`config.mk`:
```
export PLATFORM = sky130hd
export DESIGN_NAME = dma_burst_sched
export DESIGN_NICKNAME = d
export VERILOG_FILES = /design/src/rtl/dma_utils_pkg.sv /design/src/rtl/dma_outst_cnt.sv /design/src/rtl/dma_burst_sched.sv
export SDC_FILE = /design/constraint.sdc
export NUM_CORES = 1
export LEC_CHECK = 0
export CORE_MARGIN = 5
export CORE_UTILIZATION = 30
export CTS_CLUSTER_DIAMETER = 50
export DETAILED_ROUTE_END_ITERATION = 12
export PLACE_DENSITY = 0.59
export RECOVER_POWER = 25
export SLEW_MARGIN = 20
export SYNTH_ARGS = -nofsm -noshare
export SYNTH_HDL_FRONTEND = slang
export SYNTH_HIERARCHICAL = 1
export SYNTH_SLANG_ARGS = --single-unit
export TNS_END_PERCENT = 30
```
`constraint.sdc`:
```
create_clock -name clk -period 4.54 [get_ports clk]
set_clock_uncertainty 0.15 [all_clocks]
set_input_delay 0.908 -clock clk [delete_from_list [all_inputs] [get_ports clk]]
set_output_delay 0.908 -clock clk [all_outputs]
set_load 0.05 [all_outputs]
```
`src/rtl/dma_utils_pkg.sv`:
```
// dma_utils_pkg: shared FSM state type and address-boundary constant for DMA blocks
package dma_utils_pkg;
  typedef enum logic [2:0] {ST_IDLE, ST_CALC, ST_ISSUE, ST_DRAIN, ST_DONE} dma_bst_st_t;
  localparam int unsigned BOUND_4K = 4096;
endpackage

```
`src/rtl/dma_outst_cnt.sv`:
```
// dma_outst_cnt: bursts-in-flight counter; completions at zero are ignored
module dma_outst_cnt #(
  parameter int MAX = 8,
  parameter int CW = $clog2(MAX + 1)
) (
  input  logic          clk,
  input  logic          rst,
  input  logic          inc,
  input  logic          dec,
  output logic [CW-1:0] count,
  output logic          full
);
  always_ff @(posedge clk)
    if (rst) count <= '0;
    else count <= count + CW'(inc) - CW'(dec && count != '0);
  assign full = count == CW'(MAX);
endmodule

```
`src/rtl/dma_burst_sched.sv`:
```
// dma_burst_sched: splits a descriptor into AXI bursts bounded by MAX_BEATS and 4 KB pages
module dma_burst_sched import dma_utils_pkg::*; #(
  parameter int ADDR_W = 32,
  parameter int BPB = 4,
  parameter int MAX_BEATS = 256,
  parameter int MAX_OUTST = 8
) (
  input  logic                           clk,
  input  logic                           rst,
  input  logic                           str_valid_i,
  input  logic [ADDR_W-1:0]              str_addr_i,
  input  logic [31:0]                    str_bytes_i,
  input  logic                           abort_i,
  output logic                           str_done_o,
  output logic                           bst_valid_o,
  input  logic                           bst_ready_i,
  output logic [ADDR_W-1:0]              bst_addr_o,
  output logic [7:0]                     bst_len_o,
  output logic [2:0]                     bst_size_o,
  input  logic                           bst_cmpl_i,
  output logic [$clog2(MAX_OUTST+1)-1:0] outst_o,
  output logic                           busy_o
);
  localparam int SH = $clog2(BPB);
  localparam int CW = $clog2(MAX_OUTST + 1);
  dma_bst_st_t st;
  logic [ADDR_W-1:0] addr;
  logic [32:0] left, room_b, cap, nlen, left_nxt;
  logic [12:0] room;
  logic [8:0] beats;
  logic [7:0] lm1;
  logic abt, post_done, hs, full, drain_ok;
  dma_outst_cnt #(.MAX(MAX_OUTST), .CW(CW)) u_cnt (
    .clk(clk), .rst(rst), .inc(hs), .dec(bst_cmpl_i), .count(outst_o), .full(full)
  );
  assign hs = bst_valid_o && bst_ready_i;
  assign room = 13'(BOUND_4K) - {1'b0, addr[11:0]};
  assign drain_ok = outst_o == '0 || (outst_o == CW'(1) && bst_cmpl_i);
  always_comb begin
    room_b = 33'(room >> SH);
    cap = room_b < 33'(MAX_BEATS) ? room_b : 33'(MAX_BEATS);
    nlen = left < cap ? left : cap;
    beats = {1'b0, lm1} + 9'd1;
    left_nxt = left - 33'(beats);
  end
  // lm1 holds beats-minus-one so that the reset value drives bst_len_o to zero
  always_ff @(posedge clk)
    if (rst) begin
      st <= ST_IDLE;
      addr <= '0;
      left <= '0;
      lm1 <= '0;
      abt <= 1'b0;
      post_done <= 1'b0;
    end else begin
      post_done <= st == ST_DONE;
      if (st != ST_IDLE && abort_i) abt <= 1'b1;
      case (st)
        ST_IDLE: if (str_valid_i && !post_done) begin
          addr <= str_addr_i;
          left <= ({1'b0, str_bytes_i} + 33'(BPB - 1)) >> SH;
          st <= ST_CALC;
        end
        ST_CALC: if (left == '0) st <= ST_DONE;
          else begin
            lm1 <= 8'(nlen - 33'd1);
            st <= ST_ISSUE;
          end
        ST_ISSUE: if (hs) begin
          addr <= addr + (ADDR_W'(beats) << SH);
          left <= left_nxt;
          st <= (left_nxt != '0 && !abt && !abort_i) ? ST_CALC : ST_DRAIN;
        end
        ST_DRAIN: if (drain_ok) st <= ST_DONE;
        ST_DONE: begin
          abt <= 1'b0;
          st <= ST_IDLE;
        end
        default: st <= ST_IDLE;
      endcase
    end
  assign bst_valid_o = st == ST_ISSUE && !full;
  assign bst_addr_o = addr;
  assign bst_len_o = lm1;
  assign bst_size_o = 3'(SH);
  assign str_done_o = st == ST_DONE;
  assign busy_o = st != ST_IDLE;
endmodule

```
### Yosys cells after proc, flatten, opt, wreduce, memory -nomap -nowiden

Cells that the tools add are included.

| storage, ports and cells | value |
|---|---|
| latch bits | 0 |
| memories | 0 |
| bits in writable memories | 0 |
| bits in read-only memories | 0 |
| output and inout port bits | 50 |
| input port bits | 70 |
| logic and storage cells | 65 |
| bits in registers | 82 |

| cells by class | value |
|---|---|
| multiplexer cells | 14 |
| equality and inequality tests | 9 |
| multiply operators | 0 |
| $lt $le $gt $ge | 2 |
| reductions and logical operators | 24 |
| divide/modulo/power cells | 0 |
| $add $sub $neg | 8 |
| bitwise operators | 1 |
| shifts and indexed selects | 0 |

Operators with widths:

| kind | count |
|---|---|
| 2-to-1 mux 33 bit | 2 |
| case mux 33 bit (2 select lines) | 1 |
| 2-to-1 mux 32 bit | 2 |
| case mux 32 bit (2 select lines) | 1 |
| adder 32 x 2 -> 33 bit (second input constant) | 1 |
| logical NOT 33 bit | 1 |
| less-than comparator 33 x 11 -> 1 bit | 1 |
| nonzero test 33 bit | 1 |
| subtractor 33 x 9 -> 33 bit | 1 |
| adder 32 x 11 -> 32 bit | 1 |
| subtractor 13 x 12 -> 13 bit (first input constant) | 1 |
| 2-to-1 mux 3 bit | 4 |
| case mux 3 bit (4 select lines) | 1 |
| less-than comparator 11 x 9 -> 1 bit (second input constant) | 1 |
| 2-to-1 mux 11 bit | 1 |
| adder 8 x 1 -> 9 bit (second input constant) | 1 |
| logical AND 1 bit | 8 |
| 2-to-1 mux 8 bit | 1 |
| subtractor 8 x 1 -> 8 bit (second input constant) | 1 |
| equality test 3 x 2 -> 1 bit (second input constant) | 2 |
| AND reduction 3 bit | 2 |
| adder 4 x 1 -> 4 bit | 1 |
| equality test 4 x 1 -> 1 bit (second input constant) | 1 |
| equality test 4 bit (second input constant) | 1 |
| 16 further kinds | 20 |

### Longest topological paths before layout

Gate-level depths: netlist (run 1).

| depth | value |
|---|---|
| depth in word-level cells | 8 |
| depth in mapped cells | 20 |
| depth with buffers taken out | 17 |

### By module

The synthesis (run 1) kept the hierarchy.

By module, submodules not included:

| module | sequential area each (um^2) | times used | area each (um^2) | cells each |
|---|---|---|---|---|
| dma_burst_sched | 1561.5 | 1 | 6565.0 | 859 |
| dma_outst_cnt | 80.1 | 1 | 277.8 | 30 |

### Worst setup path before layout (run 1)

OpenSTA, ideal clock, no wires.

| timing path | value |
|---|---|
| path kind | register to register |
| start | reg addr[0] (netlist: bst_addr_o[0]) |
| end | reg lm1[6] (netlist: bst_len_o[6]) |
| required time | 4.321 ns |
| setup time | 0.069 ns |
| path buffers | 3 |
| clock period less this slack | 4.446 ns |
| cell stages (with the launch flop) | 20 |
| slack | 0.094 ns |
| data arrival time | 4.227 ns |
| cells stage by stage | dfxtp_1 or4_1 buf_2 or2_1 buf_2 o31a_1 or3_1 ha_1 a21o_1 a21oi_1 nand4_2 buf_6 mux2_2 ha_1 nand2_1 nor3_1 xor2_1 o21ai_0 a211o_1 o21ai_1 |

| on the way | value |
|---|---|
| longest elaborated chain between the ends | 6 |

Ends and longest elaborated chain:

| item | line | text |
|---|---|---|
| start, declared | dma_burst_sched.sv:27 | `logic [ADDR_W-1:0] addr;` |
| start signal, assigned | dma_burst_sched.sv:60 | `addr <= str_addr_i;` |
| start signal, assigned | dma_burst_sched.sv:70 | `addr <= addr + (ADDR_W'(beats) << SH);` |
| subtractor 13 x 12 -> 13 bit * | dma_burst_sched.sv:37 | `assign room = 13'(BOUND_4K) - {1'b0, addr[11:0]};` |
| less-than comparator 11 x 9 -> 1 bit | dma_burst_sched.sv:41 | `cap = room_b < 33'(MAX_BEATS) ? room_b : 33'(MAX_BEATS);` |
| 2-to-1 mux 11 bit * | dma_burst_sched.sv:41 |  |
| less-than comparator 33 x 11 -> 1 bit | dma_burst_sched.sv:42 | `nlen = left < cap ? left : cap;` |
| 2-to-1 mux 8 bit * | dma_burst_sched.sv:42 |  |
| subtractor 8 x 1 -> 8 bit * | dma_burst_sched.sv:66 | `lm1 <= 8'(nlen - 33'd1);` |
| end signal, assigned | dma_burst_sched.sv:66 |  |
| end, declared | dma_burst_sched.sv:31 | `logic [7:0] lm1;` |

Mark *: on every way between the ends. The rest lies on a longest branch, timed or not.
A chain may end at the register's enable or synchronous reset.

### Worst setup path after layout (run 1)

Same ends and word-level chain as after synthesis.

==> flow_results.org, run 1 <==
** Critical path
- Reg-to-reg startpoint :: bst_addr_o[0]$_SDFFE_PP0P_
- The worst setup path is launched from a flop.
- The critical path starts at bst_addr_o[0]$_SDFFE_PP0P_.
- The worst setup path is of the flop to flop kind.
- Crit path capture type :: flop
- Required time of the worst setup path :: 4.68 ns
- Maximum fanout count along the critical path :: 6
- Data arrives at the worst endpoint at 4.34 ns.

** Timing
- Setup slack closes at 0.336 ns.
- Summed over all failing endpoints, the final setup total negative slack is 0 ns.
- The max-slew violation count is 39.
- Based on the critical path, the design can be clocked at up to 0.238 GHz.
- Final Hold Viols :: 0
- At the pin with the least slew margin, the transition time is 2.37 ns.
- Counting I/O delays and the setup requirement, the final critical path takes 4.20 ns.
- Setup violations remaining at the end of the flow were counted as 0.
- Setup repair after global routing left no endpoint under its margin.
- Worst-case headroom to the max-slew limit :: -57.8%
- Ratio of final minimum period to clock period :: 92.6%

** Synthesis
- dfxtp_1 takes more of the synthesized area than any other cell.
- Most area-consuming cells after synthesis :: dfxtp_1 24%, ha_1 6.2%, nor2_1 4.9%
- In the synthesized netlist the dominant register cell turns out to be dfxtp_1.
- Number of synthesized flops with an enable pin :: 0
- Yosys printed 6 warnings.
- Of the synthesized area, sequential elements account for 24.0%.
- Synth unique cells :: 86
- Post-synthesis instance area :: 6840 um^2
- In this run the biggest area consumer among cell types represents 24.0% of the synthesized area.
- After technology mapping, the gate count stands at 889.
- Per-instance average area after synthesis :: 7.70 um^2
- Total of flip-flops plus latches after synthesis :: 82
- For this run, asynchronously set or reset flops after synthesis account for 0%.

** Layout
- Final #Nets :: 1083
- The repair_antennas step left the layout with diodes totalling 0.
- Layout cells sized above 1 :: 6.52%
- Area Overhead vs Synth :: 24.6%

** Placement
- At the end of routability-driven placement, the weighted congestion stood at 0.894.
- Pre-CTS worst setup slack :: 0.275 ns
- Port-buffer cells :: 116
- The wire-length estimate of the detail-placed layout is 16800 um.

** Pwr
- Summed over all cells, the static leakage comes to 3.15 nW.
- Dividing total power by cell area gives a power density of 771 nW/um^2.
- IR analysis of the VDD net gives a maximum drop of 0.236 mV.

** Route
- The detailed router finished its first iteration with 550 violations.
- Across all layers, the routed design uses 6945 vias.
- The final layout contains routed wiring with a total length of 22800 um.
- The detail route stage leaves a number of antenna-violating nets equal to 0.
- After detailed routing, the number of vias per cell comes to 5.49.
- Number of detailed-route iterations in the first pass :: 5
- In the routed design, unresolved DRC markers number 0.
- Final routed wire length divided by cell count :: 18.0 um

** Run
- The tool flagged a number of max-cap violations equal to 1.

** Run status
- Status :: finished, violations left
- The final reports fail on max-capacitance violations, max-slew violations.

** Hold path
- In this run the worst hold path is classified as flop to flop.
- In this run the most critical hold path is launched from left[15]$_SDFFE_PP0P_.

** Clocking
- The clock passes through at most 2 buffers.
- The number of gates resized after CTS was 0.
- Latest clock arrival within the worst-skew pair :: 0.36 ns
- Buffers added to address setup during post-CTS repair amount to 0.
- Number of levels the H-tree was split into :: 3
- CTS Buf Count :: 9
- Counting every sink on the clock net gives 82.
- CTS Hold Bufs :: 0
- Clock edge transition at the registers on the reported setup and hold paths :: 0.06 ns
- Clock root buffer master :: clkbuf_16
- TritonCTS clock tree :: built

** Global routing
- Entering global routing, the biggest net connects 92 pins.
- Global routing finished with a remaining overflow of 0.
- The first global-routing pass estimated 36300 um of wire.
- GRT Util Overall :: 17.3%
- Antenna violations before repair :: 0
- Number of global-route vias before repair :: 6601

** Floorplanning
- The initialized floorplan defines 55 standard-cell rows.
- Overall die area :: 25900 um^2
- Measured along the y axis, the die boundary spans 161 um.
- Die X-Extent :: 161 um
- The region available for standard cell placement spans 22600 um^2.
- Ports placed on the boundary :: 120
- The initial utilization of the core area, before any placement, comes to 30.3%.
## cell usage in the layout, fill, tap and decap left out, types with 6 or more instances in the layout
cell type and count:
and2_1 9, a211oi_1 13, ha_1 33, dlygate4sd3_1 28, xnor2_1 35, nor3_1 29, a311oi_1 6, and3_1 16
a22oi_1 7, mux2i_1 18, clkbuf_16 9, a21o_1 12, dfxtp_1 82, nand3_1 26, nand2_1 85, nand4_1 15
nor2_1 88, a2111oi_0 9, or3_1 11, a221oi_1 15, a21oi_1 62, nor4_1 15, xor2_1 31, or2_2 7
o21ai_0 38, nand2b_1 10, buf_4 12, clkdlybuf4s50_1 87, a31oi_1 13, inv_1 33
## synthesized netlist by cell type, types with 26 or more instances
| library cell | number |
|---|---|
| inv_1 | 33 |
| xnor2_1 | 35 |
| nand3_1 | 26 |
| o21ai_0 | 38 |
| dfxtp_1 | 82 |
| clkbuf_1 | 32 |
| a21oi_1 | 62 |
| nor3_1 | 29 |
| ha_1 | 34 |
| xor2_1 | 31 |
| nor2_1 | 89 |
| nand2_1 | 85 |
## final timing paths
| kind | to | slack, ns | depth (start not counted) |
|---|---|---|---|
| max | bst_len_o[6]$_SDFFE_PP0P_ | 0.34 | 17 |
| min reg2reg | left[15]$_SDFFE_PP0P_ | 0.35 | 2 |
| max reg2reg | bst_len_o[6]$_SDFFE_PP0P_ | 0.34 | 17 |
| min | left[15]$_SDFFE_PP0P_ | 0.35 | 2 |
## cell families (layout without fill, tap and decap cells)
family | count (synthesis) | after routing | synth area share (%)
other cells | 2 | 3 | 0.110
mux | 20 | 20 | 3.00
flops | 82 | 82 | 24.0
buf+inv | 88 | 179 | 5.58
simple gates | 360 | 360 | 28.0
compound gates | 234 | 234 | 23.8
fa+ha+maj | 37 | 37 | 7.09
xor+xnor | 66 | 66 | 8.45
## area by class of cell
type,count,area [um^2]
fill,2358,14000
multi-input combinational,720,4850
sequential,82,1640
timing repair buffer,129,1250
tap,285,357
clock buffer,12,256
inverter,34,128
clock inverter,4,48.8
## where the power goes
| group | internal [W] | switching (W) | total, W |
|---|---|---|---|
| combinational | 0.00163 | 0.00277 | 0.00440 |
| sequential | 0.000980 | 0.000409 | 0.00139 |
| clock | 0.000457 | 0.000325 | 0.000782 |
## per-layer routing
| metal | up-vias | share of wire (%) | global-route usage, % | wire length [um] |
|---|---|---|---|---|
| li1 | 3455 | - | - | - |
| met3 | 27 | 4.2 | 2.27 | 962 |
| met2 | 176 | 47 | 28.6 | 10600 |
| met5 | - | 0 | 0 | 0 |
| met4 | 0 | 1.9 | 5.31 | 442 |
| met1 | 3287 | 47 | 23.5 | 10700 |
## critical path, cell delays in order (launching register included)
cell and delay [ns]:
dfxtp_1 0.34, or4_1 0.58, or2_1 0.32, o31a_1 0.26, or3_1 0.31, ha_1 0.30
nand4_1 0.12, nor2_1 0.13, o311ai_1 0.11, nand4_2 0.20, mux2i_4 0.29, ha_4 0.19
nand2_1 0.08, nor3_1 0.18, xor2_1 0.15, o21ai_0 0.09, a211o_1 0.27, o21ai_1 0.06
## registers in the layout (all words and copies together), names as in the netlist
register and count:
st 3, left 33, bst_len_o 8, abt 1
u_cnt/count 4, post_done 1, bst_addr_o 32
## per-stage QoR
| step | hold slack (ns) | instances | total power (W) | utilization, % | instance area, um^2 |
|---|---|---|---|---|---|
| CTS | 0.343 | 1266 | 0.00661 | 37.7 | 8520 |
| finish | 0.346 | 1266 | 0.00658 | 37.8 | 8530 |
| floorplan | 0.311 | 890 | 0.00457 | - | 6850 |
| detailed placement | 0.332 | 1250 | 0.00579 | 36.4 | 8210 |
| global placement | 0.323 | 1250 | 0.00578 | 36.4 | 8210 |
| global route | 0.371 | 1266 | 0.00705 | 37.8 | 8530 |
(Power assumes the default switching activity.)
==> run 2, diff against run 1 <==
--- a/config.mk
+++ b/config.mk
@@ -9,7 +9,6 @@
 export CORE_UTILIZATION = 30
 export CTS_CLUSTER_DIAMETER = 50
 export DETAILED_ROUTE_END_ITERATION = 12
-export PLACE_DENSITY = 0.59
 export RECOVER_POWER = 25
 export SLEW_MARGIN = 20
 export SYNTH_ARGS = -nofsm -noshare
==> flow_results.org, run 2 (same netlist as run 1, synthesis figures left out) <==
** Run status
- The flow ran to the end, but the final reports show violations.
- The final reports fail on max-capacitance violations, max-slew violations.

** Global routing
- Maximum number of pins on one net before global-route repair :: 92
- Global routing consumed, over all layers together, 17.1% of the routing resources.
- The number of global-route vias before repair is 6672.
- Total overflow reported by the global router :: 0
- The initial antenna violation count was 0.
- Global-route wire length before repair :: 36000 um

** Critical path
- Worst R2R Path Depth :: 16
- The critical path in this run is classified as flop to flop.
- In this run the worst path has a maximum fanout of 6.
- Worst-case register-to-register setup slack :: 0.24 ns
- Most prevalent standard cell on the critical path :: nor2_1
- At the worst endpoint, the arrival time is 4.42 ns.
- The worst register-to-register path begins at bst_addr_o[0]$_SDFFE_PP0P_.
- For the worst setup path, the data required time is 4.66 ns.
- Capture point of the critical path :: bst_len_o[4]$_SDFFE_PP0P_
- Peak per-stage delay on the critical path :: 0.59 ns
- Crit path capture type :: flop
- STA classifies the critical path startpoint as a flop.
- The most critical setup path has its startpoint at bst_addr_o[0]$_SDFFE_PP0P_.
- In this run the critical register-to-register path is captured at bst_len_o[4]$_SDFFE_PP0P_.
- The slowest stage of the critical path is the or4_1 cell.
- Traced cell by cell, the critical path runs through or4_1 > or2_1 > o31a_1 > or3_1 > ha_1 > nand4_1 > nor2_1 > o311ai_1 > nand4_4 > mux2_2 > ha_2 > nand2_1 > xnor2_1 > nor2_1 > a311o_1 > a21oi_1.

** Floorplanning
- For this configuration, the core starts out at a cell density of 30.3%.
- The die is 161 um tall.
- Pin placement for this block handled 120 I/O pins.
- After floorplanning, the core was sized to cover 22600 um^2.
- Die X-Extent :: 161 um
- Overall die area :: 25900 um^2
- Std cell rows :: 55

** Pwr
- Sequential cells account for 20.7% of the total power.
- Standby leakage power :: 3.17 nW
- Clock Power Share :: 12.2%
- Net switching power of the design :: 0.00352 W
- For this design the ratio of total power to cell area is 773 nW/um^2.
- The worst-case IR drop observed on VDD is 0.276 mV.
- Of the total power, the share spent switching nets is 53.0%.
- Combinational group share of total power :: 67.1%
- Design internal power :: 0.00312 W

** Clocking
- Clock root buffer master :: clkbuf_16
- After clock tree synthesis, the clock-pin slew on the worst setup and hold paths is 0.06 ns.
- Count of clock tree sinks :: 82
- TritonCTS built the clock tree.
- Latest clock arrival within the worst-skew pair :: 0.35 ns
- CTS Hold Bufs :: 0
- Number of levels the H-tree was split into :: 3
- CTS Buf Count :: 9
- No sink is reached through more buffers than the 2 on the longest clock path.

** Layout
- Measured on the finished design, the core utilization comes to 38.1%.
- The library cells used most frequently in the layout, excluding fill and tap cells, are 87 x nor2_1, 86 x clkdlybuf4s50_1, 85 x nand2_1.
- Layout cells sized above 1 :: 7.40%
- Most flops, register :: left
- The library cell used most frequently in the layout, excluding fill and tap cells, is nor2_1.
- The register with the most flip-flops in the layout has 33 of them.
- Ant diodes :: 0
- Compared with the post-synthesis result, the final layout area differs by 25.6%.
- At the end of the flow, the number of nets in the layout was 1088.

** Timing
- Setup WS post-layout :: 0.244 ns
- The worst pin sits at a relative slew slack of -53.7%.
- The max-slew violation count is 39.
- The routed design could run at a clock period as short as 4.30 ns.
- The final critical path takes up 94.6% of the cycle.
- The hold violation count in the final report is 0.
- In the final timing run, aggregate negative setup slack is 0 ns.
- Maximum clock frequency :: 0.233 GHz
- Final count of negative-setup-slack endpoints :: 0
- The tightest hold path in the finished design has a slack of 0.351 ns.
- For the pin with the worst max-slew slack, the measured transition is 2.31 ns.

** Run
- Total of max-cap violations :: 1

** Route
- Routed via count :: 6987
- In the final routed layout, each cell accounts on average for 18.1 um.
- In this run the remaining antenna-violating nets after routing total 0.
- After detailed routing, the number of vias per cell comes to 5.50.
- Count of unresolved DRC violations after routing :: 0
- Final WL :: 23000 um
- The first routing iteration left 418 violations.
- Number of detailed-route iterations in the first pass :: 5

** Placement
- Buffers placed on the I/O ports in this run total 116.
- Pre-CTS worst setup slack :: 0.188 ns
- Placer Congestion :: 0.890
- HPWL after DPL :: 17000 um

** Hold path
- The worst hold path begins at left[15]$_SDFFE_PP0P_.
- Kind of path behind the tightest hold check :: flop to flop
[run 2: cell types whose count changed in the layout (fill, tap and decap cells not counted), sizes merged]
cell,change
buf,+5
dlygate4sd3,+1
clkbuf,-3
clkdlybuf4s50,-1
clkinv,+1
inv,-1
bufinv,+1
clkinvlp,+2
[run 2: how the worst min path moves through the flow]
| stage | slack [ns] | cells after the start | end |
|---|---|---|---|
| after floorplan | 0.31 | 2 | left[15]$_SDFFE_PP0P_ |
| after global placement | 0.33 | 2 | left[32]$_SDFFE_PP0P_ |
| after detailed placement | 0.33 | 2 | left[15]$_SDFFE_PP0P_ |
| after CTS | 0.34 | 2 | left[15]$_SDFFE_PP0P_ |
| after global routing | 0.39 | 2 | left[32]$_SDFFE_PP0P_ |
| final | 0.35 | 2 | left[15]$_SDFFE_PP0P_ |
[run 2: cell type report]
cell class	instances	area (um^2)
flip-flops and latches	82	1640
inverters	34	128
fillers	2366	14000
well taps	285	357
clock inverters	7	93.8
multi-input cells	720	4860
repair buffers	134	1290
clock buffers	9	225
[run 2: timing repair]
action	CTS	global route
hold endpoints to repair	0	0
gates resized for setup	0	5
endpoints found under the setup margin	0	2
buffers inserted	0	2
[run 2: power groups by stage]
stage	sequential (W)	clock (W)	combinational, W
2_1_floorplan	0.00176	0	0.00281
5_1_grt	0.00142	0.000852	0.00485
4_1_cts	0.00137	0.000827	0.00444
3_5_place_dp	0.00139	0	0.00442
6_report	0.00137	0.000813	0.00446
3_3_place_gp	0.00138	0	0.00440
[run 2: routing by layer]
layer / GRT usage (%) / part of all wire [%] / up-vias
met1: 23.1 / 46 / 3300
met2: 28.5 / 47 / 206
li1: - / - / 3454
met3: 1.81 / 4.8 / 27
met4: 5.54 / 1.8 / 0
met5: 0 / 0 / -
[run 2: critical path: cells and delay by family, from the launching register on]
family / cells / cell delay (ns)
simple gates: 8 / 1.87
compound gates: 4 / 0.84
fa+ha+maj: 2 / 0.53
mux: 1 / 0.37
flops: 1 / 0.34
xor+xnor: 1 / 0.12
[run 2: per-stage QoR]
| step | instance area (um^2) | cells | power, W |
|---|---|---|---|
| after floorplan | 6850 | 890 | 0.00457 |
| after global placement | 8240 | 1253 | 0.00578 |
| after detailed placement | 8240 | 1253 | 0.00581 |
| after CTS | 8550 | 1269 | 0.00664 |
| after global routing | 8590 | 1271 | 0.00713 |
| final | 8590 | 1271 | 0.00665 |
